**config.mk**
```make
export PLATFORM = sky130hd
export DESIGN_NAME = cache_req_seq
export DESIGN_NICKNAME = d
export VERILOG_FILES = /design/src/rtl/cache_req_seq.sv
export SDC_FILE = /design/constraint.sdc
export NUM_CORES = 1
export LEC_CHECK = 0
export BUFFER_PORTS_ARGS = -buffer_cell sky130_fd_sc_hd__buf_4
export CAP_MARGIN = 15
export CORE_MARGIN = 2
export CORE_UTILIZATION = 47
export CTS_BUF_LIST = sky130_fd_sc_hd__clkbuf_4 sky130_fd_sc_hd__clkbuf_8 sky130_fd_sc_hd__clkbuf_16
export DETAILED_ROUTE_END_ITERATION = 7
export GPL_TIMING_DRIVEN = 1
export PLACE_DENSITY = 0.75
export REMOVE_ABC_BUFFERS = 1
export SLEW_MARGIN = 20
export SYNTH_ARGS = -nofsm -noshare
export SYNTH_HDL_FRONTEND = slang
export SYNTH_SLANG_ARGS = --single-unit
```
**constraint.sdc**
```tcl
create_clock -name clk -period 7.5 [get_ports clk]
set_clock_uncertainty 0.15 [all_clocks]
set_input_delay 1.125 -clock clk [delete_from_list [all_inputs] [get_ports clk]]
set_output_delay 1.125 -clock clk [all_outputs]
set_load 0.02 [all_outputs]
```
**src/rtl/cache_req_seq.sv**
```systemverilog
// cache_req_seq: replays a programmed table of read/write requests against a
// downstream cache, counts hits/misses, checks read data and flags timeouts.
module cache_req_seq #(
    parameter int SEQ_IDX_LEN = 4,
    parameter int TIMEOUT     = 1023
) (
    input  logic                   clk,
    input  logic                   rst,
    input  logic                   prog_we,
    input  logic [SEQ_IDX_LEN-1:0] prog_idx,
    input  logic                   prog_wr,
    input  logic [31:0]            prog_addr,
    input  logic [31:0]            prog_data,
    input  logic                   start,
    input  logic [SEQ_IDX_LEN-1:0] last_idx,
    output logic [31:0]            addr,
    output logic                   rd_req,
    output logic                   wr_req,
    output logic [31:0]            wr_data,
    input  logic                   miss,
    input  logic [31:0]            rd_data,
    output logic                   busy,
    output logic                   done,
    output logic [15:0]            hit_cnt,
    output logic [15:0]            miss_cnt,
    output logic [15:0]            err_cnt,
    output logic [SEQ_IDX_LEN-1:0] first_err_idx,
    output logic                   timeout_err
);

    localparam int DEPTH = 1 << SEQ_IDX_LEN;
    localparam int WW    = $clog2(TIMEOUT + 1);

    typedef enum logic [1:0] {IDLE, ISSUE, CHECK, FINISH} state_t;

    state_t state, state_nx;

    logic                   tbl_wr   [DEPTH];
    logic [31:0]            tbl_addr [DEPTH];
    logic [31:0]            tbl_data [DEPTH];

    logic [SEQ_IDX_LEN-1:0] cur_idx;
    logic [SEQ_IDX_LEN-1:0] last_r;
    logic                   missed;
    logic [WW-1:0]          wait_cnt;
    logic                   err_seen;

    logic req_on, accept, miss_cyc, tmo, at_last;

    function automatic logic [15:0] sat_inc(input logic [15:0] v);
        return (v == 16'hFFFF) ? v : v + 16'd1;
    endfunction

    assign req_on   = rd_req | wr_req;
    assign accept   = (state == ISSUE) && req_on && !miss;
    assign miss_cyc = (state == ISSUE) && req_on && miss;
    assign tmo      = miss_cyc && (wait_cnt == WW'(TIMEOUT - 1));
    assign at_last  = (cur_idx == last_r);
    assign busy     = (state != IDLE);
    assign done     = (state == FINISH);

    // Request table: writable only while idle, never reset.
    always_ff @(posedge clk) begin
        if (prog_we && state == IDLE) begin
            tbl_wr[prog_idx]   <= prog_wr;
            tbl_addr[prog_idx] <= prog_addr;
            tbl_data[prog_idx] <= prog_data;
        end
    end

    // State register.
    always_ff @(posedge clk or negedge rst) begin
        if (!rst) state <= IDLE;
        else      state <= state_nx;
    end

    // Next-state logic.
    always_comb begin
        state_nx = state;
        case (state)
            IDLE:   if (start) state_nx = ISSUE;
            ISSUE: begin
                if (tmo)
                    state_nx = FINISH;
                else if (accept) begin
                    if (rd_req)       state_nx = CHECK;
                    else if (at_last) state_nx = FINISH;
                    else              state_nx = ISSUE;
                end
            end
            CHECK:  state_nx = at_last ? FINISH : ISSUE;
            FINISH: state_nx = IDLE;
            default: state_nx = IDLE;
        endcase
    end

    // Datapath: request issue, hit/miss accounting, read checking.
    // The first ISSUE cycle of each entry has no request asserted; it loads
    // the registered request and doubles as the idle gap between requests.
    always_ff @(posedge clk or negedge rst) begin
        if (!rst) begin
            addr          <= '0;
            wr_data       <= '0;
            rd_req        <= 1'b0;
            wr_req        <= 1'b0;
            cur_idx       <= '0;
            last_r        <= '0;
            missed        <= 1'b0;
            wait_cnt      <= '0;
            err_seen      <= 1'b0;
            hit_cnt       <= '0;
            miss_cnt      <= '0;
            err_cnt       <= '0;
            first_err_idx <= '0;
            timeout_err   <= 1'b0;
        end else begin
            case (state)
                IDLE: begin
                    if (start) begin
                        last_r      <= last_idx;
                        cur_idx     <= '0;
                        hit_cnt     <= '0;
                        miss_cnt    <= '0;
                        err_cnt     <= '0;
                        err_seen    <= 1'b0;
                        timeout_err <= 1'b0;
                        missed      <= 1'b0;
                        wait_cnt    <= '0;
                    end
                end
                ISSUE: begin
                    if (!req_on) begin
                        addr    <= tbl_addr[cur_idx];
                        wr_data <= tbl_data[cur_idx];
                        rd_req  <= ~tbl_wr[cur_idx];
                        wr_req  <= tbl_wr[cur_idx];
                    end else if (miss) begin
                        missed   <= 1'b1;
                        wait_cnt <= wait_cnt + WW'(1);
                        if (tmo) begin
                            timeout_err <= 1'b1;
                            rd_req      <= 1'b0;
                            wr_req      <= 1'b0;
                        end
                    end else begin
                        if (missed) miss_cnt <= sat_inc(miss_cnt);
                        else        hit_cnt  <= sat_inc(hit_cnt);
                        missed   <= 1'b0;
                        wait_cnt <= '0;
                        rd_req   <= 1'b0;
                        wr_req   <= 1'b0;
                        if (wr_req && !at_last)
                            cur_idx <= cur_idx + SEQ_IDX_LEN'(1);
                    end
                end
                CHECK: begin
                    if (rd_data != tbl_data[cur_idx]) begin
                        err_cnt <= sat_inc(err_cnt);
                        if (!err_seen) begin
                            err_seen      <= 1'b1;
                            first_err_idx <= cur_idx;
                        end
                    end
                    if (!at_last)
                        cur_idx <= cur_idx + SEQ_IDX_LEN'(1);
                end
                default: ;
            endcase
        end
    end

endmodule

```
==> results.sh, run 1 <==
export IMPL_hp_class="reg -> reg"
export IMPL_status="completed"
export IMPL_fin_nets=2967
export IMPL_tns_ns=0
export IMPL_grt_pass1_vias=26042
export IMPL_synth_seq_area_share=0.747
export IMPL_critPathLaunchType="flop"
export IMPL_cp_required_ns=7.91
export IMPL_dieWidth_um=319
export IMPL_p_leak_nw=18.1
export IMPL_rr_startpoint="cur_idx[1]$_DFFE_PN0P_"
export IMPL_yosys_cell_types_count=56
export IMPL_worstPathArrival_ns=5.51
export IMPL_avgSynthCellArea_um2=18.1
export IMPL_grt_start_max_net_pins=141
export IMPL_finalMaxSlewViolations=0
export IMPL_cp_startpoint="cur_idx[1]$_DFFE_PN0P_"
export IMPL_syn_area_um2=46500
export IMPL_num_vias=25428
export IMPL_vias_per_cell=5.99
export IMPL_wl_um=114000
export IMPL_wl_per_cell_um=27.0
export IMPL_period_needed_ns=5.09
export IMPL_dpl_hpwl_um=64100
export IMPL_crit_chain="buf_12, mux4_2, mux4_2, xnor2_1, nand4_1, or4_1, o41ai_4, buf_6, nor2_2, mux2_2"
export IMPL_antenna_left=0
export IMPL_p_per_area_nw_per_um2=335
export IMPL_cts_buffers=114
export IMPL_areaGrowthSynthToFinish_pct=15.4
export IMPL_htree_levels=3
export IMPL_cts_sinks=1181
export IMPL_first_iter_violations=3049
export IMPL_drc_errors=0
export IMPL_grt_pass1_wl_um=169000
export IMPL_synth_edf_count=1040
export IMPL_drive_gt1_frac=0.253
export IMPL_synthCells=2577
export IMPL_yosys_register_bits=1181
export IMPL_routabilityCongestion=0.852
export IMPL_grtUsageTotal=0.224
export IMPL_yosysWarningCount=0
export IMPL_synthArstFlopShare=0.119
export IMPL_cts_root_buf="clkbuf_16"
export IMPL_core_area_um2=98300
export IMPL_maxSlewHeadroom=0.260
export IMPL_setup_violations=0
export IMPL_portBuffers=230
export IMPL_crit_path_frequent_cell="mux4_2"
export IMPL_die_h_um=319
export IMPL_fill_cells=7452
export IMPL_firstDrtPassIters=7
export IMPL_grt_remaining_overflow=0
export IMPL_clk_path_buf_depth=3
export IMPL_cts_tree="built"
export IMPL_power_mw=18.0
export IMPL_vdd_drop_max_v=0.000254
export IMPL_cts_setup_buffers=0
export IMPL_initial_core_util=0.473
export IMPL_cp_slowest_stage_delay_ns=1.05
export IMPL_antenna_found_initial=9
export IMPL_clk_latency_ns=0.70
export IMPL_cap_violations=0
export IMPL_period_share=0.679
export IMPL_critical_path_class="reg -> reg"
export IMPL_holdCritStartpoint="wr_data[31]$_DFFE_PN0P_"
export IMPL_max_clock_freq_ghz=0.196
export IMPL_hold_viol_final=0
export IMPL_ios=231
export IMPL_ctsHoldBuffers=0
export IMPL_slowest_stage="dfrtp_4"
export IMPL_cts_clk_slew_worst_paths_ns=0.06
export IMPL_ctsResizeCount=0
export IMPL_worstSetupEndpointType="flop"
export IMPL_grt_setup_unrepaired="no"
export IMPL_tightest_slew_ns=1.11
export IMPL_ys_flop_type="edfxtp_1"
export IMPL_cp_max_fo=69
export IMPL_rows=115
export IMPL_dieArea_um2=102000
-- final timing paths --
kind,end,slack [ns],depth (start not counted)
setup / recovery,first_err_idx[3]$_DFFE_PN0P_,2.41,10
hold / removal,wr_data[31]$_DFFE_PN0P_,0.33,2
setup reg to reg,first_err_idx[3]$_DFFE_PN0P_,2.41,10
hold reg to reg,wr_data[31]$_DFFE_PN0P_,0.33,2
max in group asynchronous,cur_idx[0]$_DFFE_PN0P_,5.23,2
min in group asynchronous,wr_data[1]$_DFFE_PN0P_,0.37,1
-- state kept, by name, indices dropped and copies added, names as in the netlist --
signal / cells
wr_data: 32
miss_cnt: 16
tbl_data: 512
tbl_addr: 512
wait_cnt: 10
tbl_wr: 16
timeout_err: 1
wr_req: 1
rd_req: 1
first_err_idx: 4
state: 2
last_r: 4
cur_idx: 4
missed: 1
hit_cnt: 16
err_seen: 1
addr: 32
err_cnt: 16
-- cell type report --
| type | instances | area (um2) | area share |
|---|---|---|---|
| multi-input cells | 1253 | 11300 | 0.210 |
| flip-flops and latches | 1181 | 34800 | 0.648 |
| diodes | 7 | 17.5 | 0.000326 |
| clock inverters | 57 | 529 | 0.00986 |
| inverters | 18 | 67.6 | 0.00126 |
| well taps | 1287 | 1610 | 0.0300 |
| clock buffers | 160 | 3270 | 0.0608 |
| repair buffers | 279 | 2140 | 0.0399 |
-- where the power goes --
part / internal (mW) / switching, mW
Combinational: 1.78 / 2.62
Clock: 3.23 / 2.45
Sequential: 7.52 / 0.377
-- synthesized netlist by cell type (7+ instances only) --
cell,count,area [um2]
edfxtp_1,1040,31200
nand2_1,220,826
mux2i_1,195,1950
mux4_2,163,3670
dfrtp_1,141,3530
o21ai_0,113,566
nor2_1,86,323
mux2_2,67,754
o221ai_1,65,569
clkbuf_1,63,236
a21oi_1,48,240
xor2_1,42,368
xnor2_1,31,272
nand3_1,29,145
buf_1,28,105
a22oi_1,25,188
buf_2,22,110
inv_1,18,67.6
nor3_1,17,85.1
nand4_1,15,93.8
nor2b_1,13,81.3
ha_1,10,125
nor4_1,10,62.6
a22o_1,9,78.8
a31oi_1,9,56.3
and3_1,9,56.3
a221oi_1,8,70.1
and2_1,7,43.8
buf_4,7,52.6
o31ai_1,7,52.6
-- cell families after synthesis --
kind of cell | count (synthesis) | synth area share
DFF | 1181 | 0.747
xor gates and xnor gates | 73 | 0.0137
and+or+nand+nor | 426 | 0.0399
buffers and inverters | 143 | 0.0137
muxes | 425 | 0.137
AOI/OAI and AO/OA | 319 | 0.0459
adders and majority gates | 10 | 0.00269
-- routing by layer --
metal / wire, um / global-route usage / vias up / part of all wire
met5: 65 / 0 / - / 0.00057
met4: 2850 / 0.0612 / 12 / 0.025
met3: 8990 / 0.0395 / 221 / 0.079
met2: 55200 / 0.364 / 1155 / 0.48
met1: 47300 / 0.312 / 13239 / 0.41
li1: - / - / 10801 / -
-- placed cells by master (no fill, tap or decap), types with 16 or more instances in the layout --
| cell type | count |
|---|---|
| clkinv_1 | 16 |
| nand3_1 | 29 |
| clkbuf_16 | 115 |
| mux4_2 | 163 |
| nor2_1 | 73 |
| a22oi_1 | 25 |
| o221ai_1 | 65 |
| edfxtp_1 | 1040 |
| dfrtp_1 | 137 |
| o21ai_0 | 113 |
| clkinv_2 | 19 |
| buf_4 | 274 |
| inv_1 | 17 |
| clkbuf_4 | 37 |
| xor2_1 | 42 |
| mux2i_1 | 195 |
| nand2_1 | 217 |
| xnor2_1 | 31 |
| a21oi_1 | 48 |
| mux2_2 | 67 |
-- critical path: cells and delay by family, from the launching register on --
family | cells | cell delay, ns
buf+inv | 2 | 0.71
flops | 1 | 1.05
xor+xnor | 1 | 0.17
simple gates | 3 | 0.88
compound gates | 1 | 0.54
mux | 3 | 1.36
-- per-stage QoR --
step / hold WS [ns] / instance area [um2] / setup WS [ns] / util / instances
2_1_floorplan: 0.301 / 46000 / -5.30 / - / 2452
3_3_place_gp: 0.312 / 49900 / 2.01 / 0.507 / 4017
3_5_place_dp: 0.318 / 49900 / 1.91 / 0.507 / 4017
4_1_cts: 0.334 / 53600 / 1.87 / 0.546 / 4234
5_1_grt: 0.354 / 53700 / 2.10 / 0.546 / 4237
6_report: 0.331 / 53700 / 2.41 / 0.546 / 4242
Note: power is estimated with default switching activity, not from simulation.
==> run 2: changes to the inputs <==
--- a/config.mk
+++ b/config.mk
@@ -5,6 +5,7 @@
 export SDC_FILE = /design/constraint.sdc
 export NUM_CORES = 1
 export LEC_CHECK = 0
+export ABC_AREA = 1
 export BUFFER_PORTS_ARGS = -buffer_cell sky130_fd_sc_hd__buf_4
 export CAP_MARGIN = 15
 export CORE_MARGIN = 2
@@ -12,7 +13,7 @@
 export CTS_BUF_LIST = sky130_fd_sc_hd__clkbuf_4 sky130_fd_sc_hd__clkbuf_8 sky130_fd_sc_hd__clkbuf_16
 export DETAILED_ROUTE_END_ITERATION = 7
 export GPL_TIMING_DRIVEN = 1
-export PLACE_DENSITY = 0.75
+export PLACE_DENSITY = 0.77
 export REMOVE_ABC_BUFFERS = 1
 export SLEW_MARGIN = 20
 export SYNTH_ARGS = -nofsm -noshare
==> constraint.sdc (replaced) <==
create_clock -name clk -period 4.35 [get_ports clk]
set_clock_uncertainty 0.15 [all_clocks]
set_input_delay 0.6525 -clock clk [delete_from_list [all_inputs] [get_ports clk]]
set_output_delay 0.6525 -clock clk [all_outputs]
set_load 0.02 [all_outputs]
==> results.sh, run 2 <==
export IMPL_status="completed"
export IMPL_period_share=0.899
export IMPL_fill_cells=8058
export IMPL_tightest_slew_ns=1.02
export IMPL_worstPathArrival_ns=4.39
export IMPL_cts_root_buf="clkbuf_16"
export IMPL_muxShareOfSynthArea=0.0160
export IMPL_cp_slowest_stage_delay_ns=0.66
export IMPL_wl_um=127000
export IMPL_synth_compound_area_share=0.0798
export IMPL_drc_errors=0
export IMPL_clk_path_buf_depth=3
export IMPL_cts_tree="built"
export IMPL_yosysWarningCount=0
export IMPL_drive_gt1_frac=0.142
export IMPL_dpl_hpwl_um=69800
export IMPL_synth_commonest_cells="edfxtp_1 (1040), nand2_1 (811), nor2_1 (643)"
export IMPL_yosys_cell_types_count=37
export IMPL_worst_hold_slack_ns=0.0608
export IMPL_maxSlewHeadroom=0.317
export IMPL_yosys_register_bits=1181
export IMPL_dieWidth_um=324
export IMPL_cts_setup_buffers=0
export IMPL_synthSimpleGateAreaFrac=0.142
export IMPL_synth_edf_count=1040
export IMPL_antenna_left=0
export IMPL_p_per_area_nw_per_um2=577
export IMPL_max_clock_freq_ghz=0.256
export IMPL_slowest_stage="dfrtp_4"
export IMPL_cp_max_fo=68
export IMPL_fin_nets=4392
export IMPL_firstDrtPassIters=6
export IMPL_hold_viol_final=0
export IMPL_hp_class="in -> reg"
export IMPL_layout_common_cells="edfxtp_1 (1040), nand2_1 (810), nor2_1 (627)"
export IMPL_syn_area_um2=48000
export IMPL_avgSynthCellArea_um2=11.8
export IMPL_finalCoreUtilization=0.548
export IMPL_grt_remaining_overflow=0
export IMPL_grt_start_max_net_pins=193
export IMPL_synth_top_area_frac=0.651
export IMPL_antenna_found_initial=14
export IMPL_final_common_cell="edfxtp_1"
export IMPL_core_area_um2=101000
export IMPL_grt_pass1_vias=30617
export IMPL_ctsResizeCount=0
export IMPL_synth_top_family_by_area="simple AND/OR/NAND/NOR gates"
export IMPL_cts_buffers=113
export IMPL_grt_util_met1=0.319
export IMPL_crit_buf_inv=2
export IMPL_ys_flop_type="edfxtp_1"
export IMPL_grtUsageMet3=0.0549
export IMPL_period_needed_ns=3.91
export IMPL_routabilityCongestion=0.892
export IMPL_rows=117
export IMPL_clk_latency_ns=0.70
export IMPL_cap_violations=0
export IMPL_synth_seq_area_share=0.724
export IMPL_cp_top_family="simple AND/OR/NAND/NOR gates"
export IMPL_setup_violations=0
export IMPL_critical_path_class="reg -> reg"
export IMPL_vdd_drop_max_v=0.000458
export IMPL_htree_levels=3
export IMPL_worstSetupEndpointType="flop"
export IMPL_areaGrowthSynthToFinish_pct=15.9
export IMPL_p_leak_nw=20.3
export IMPL_cp_required_ns=4.83
export IMPL_cts_clk_slew_worst_paths_ns=0.06
export IMPL_ios=231
export IMPL_cts_sinks=1181
export IMPL_yosys_top_cells_area="edfxtp_1 (65%), dfrtp_1 (7.4%), nand2_1 (6.3%)"
export IMPL_tns_ns=0
export IMPL_yosysMostFrequentCell="edfxtp_1"
export IMPL_synth_top_cell_by_area="edfxtp_1"
export IMPL_synthCells=4064
export IMPL_yosys_area_share_adder=0.00261
export IMPL_synthArstFlopShare=0.119
export IMPL_critPathLaunchType="flop"
export IMPL_grtUsageMet2=0.387
export IMPL_vias_per_cell=5.69
export IMPL_grt_setup_unrepaired="no"
export IMPL_portBuffers=230
export IMPL_synth_xor_area_frac=0.00219
export IMPL_grtUsageTotal=0.239
export IMPL_dieArea_um2=105000
export IMPL_crit_path_frequent_cell="nand2_1"
export IMPL_initial_core_util=0.473
export IMPL_crit_chain="inv_8, buf_4, nand2_1, nand3_1, nand2_1, nor2_1, nand2_1, nand2_1, nand2_1, nand2_1, nand2_1, nor2_1, nand2_1, nor2_2, nand3_2, nand3_2, nand2_1, nand2_1"
export IMPL_num_vias=32714
export IMPL_grt_busiest_layer="met2"
export IMPL_grt_pass1_wl_um=188000
export IMPL_die_h_um=324
export IMPL_ctsHoldBuffers=1
export IMPL_top_regs="tbl_addr x512, tbl_data x512"
export IMPL_first_iter_violations=4316
export IMPL_wl_per_cell_um=22.1
export IMPL_finalMaxSlewViolations=0
## run 2: changes by cell type in the layout (fill, tap and decap cells not counted), sizes merged, moves of 33 or more
cell and change:
o221ai -64, nand3 +152, nor2 +559, mux4 -163, o21ai +310, a21oi +33
inv +142, buf +36, nand2 +591, o22ai +156, mux2i -195
## run 2: report_power, final
part	leakage [nW]	switching (mW)	internal (mW)
registers	11.2	0.421	13.0
clock network	2.05	4.21	6.39
logic	7.14	5.40	2.67
## run 2: cell families after synthesis
kind of cell / after synthesis
simple gates: 1705
flops: 1181
compound gates: 704
buf+inv: 384
mux: 68
xor+xnor: 12
fa+ha+maj: 10
## run 2: routing by layer
layer / up-vias / part of all wire
met1: 15810 / 0.38
met4: 20 / 0.027
met5: - / 0.0010
met2: 1872 / 0.48
met3: 264 / 0.12
li1: 14748 / -
## run 2: layout make-up
class                           instances  area [um2]  area share
Antenna cell                            9        22.5    0.000405
Clock buffer                          159        3320      0.0597
Clock inverter                         54         764      0.0137
Inverter                              161         621      0.0112
Multi-Input combinational cell       2499       11800       0.212
Sequential cell                      1181       34800       0.625
Tap cell                             1368        1710      0.0308
Timing Repair Buffer                  316        2620      0.0471
## run 2: worst paths after layout
kind,to,slack (ns),cells past startpoint,from
max,err_cnt[5]$_DFFE_PN0P_,0.44,18,cur_idx[0]$_DFFE_PN0P_
min,last_r[0]$_DFFE_PN0P_,0.06,2,last_idx[0]
max reg2reg,err_cnt[5]$_DFFE_PN0P_,0.44,18,cur_idx[0]$_DFFE_PN0P_
min reg2reg,first_err_idx[0]$_DFFE_PN0P_,0.35,2,first_err_idx[0]$_DFFE_PN0P_
max in group asynchronous,addr[7]$_DFFE_PN0P_,2.42,3,rst
min in group asynchronous,miss_cnt[9]$_DFFE_PN0P_,0.53,2,rst
## run 2: metrics by stage
| step | cell area [um2] | instances | setup slack [ns] | power [mW] |
|---|---|---|---|---|
| 2_1_floorplan | 47000 | 3841 | -16.16 | 18.6 |
| 3_3_place_gp | 51500 | 5524 | 0.644 | 21.4 |
| 3_5_place_dp | 51500 | 5524 | 0.561 | 21.6 |
| 4_1_cts | 55600 | 5738 | 0.538 | 32.1 |
| 5_1_grt | 55600 | 5740 | 0.158 | 33.4 |
| 6_report | 55600 | 5747 | 0.437 | 32.1 |
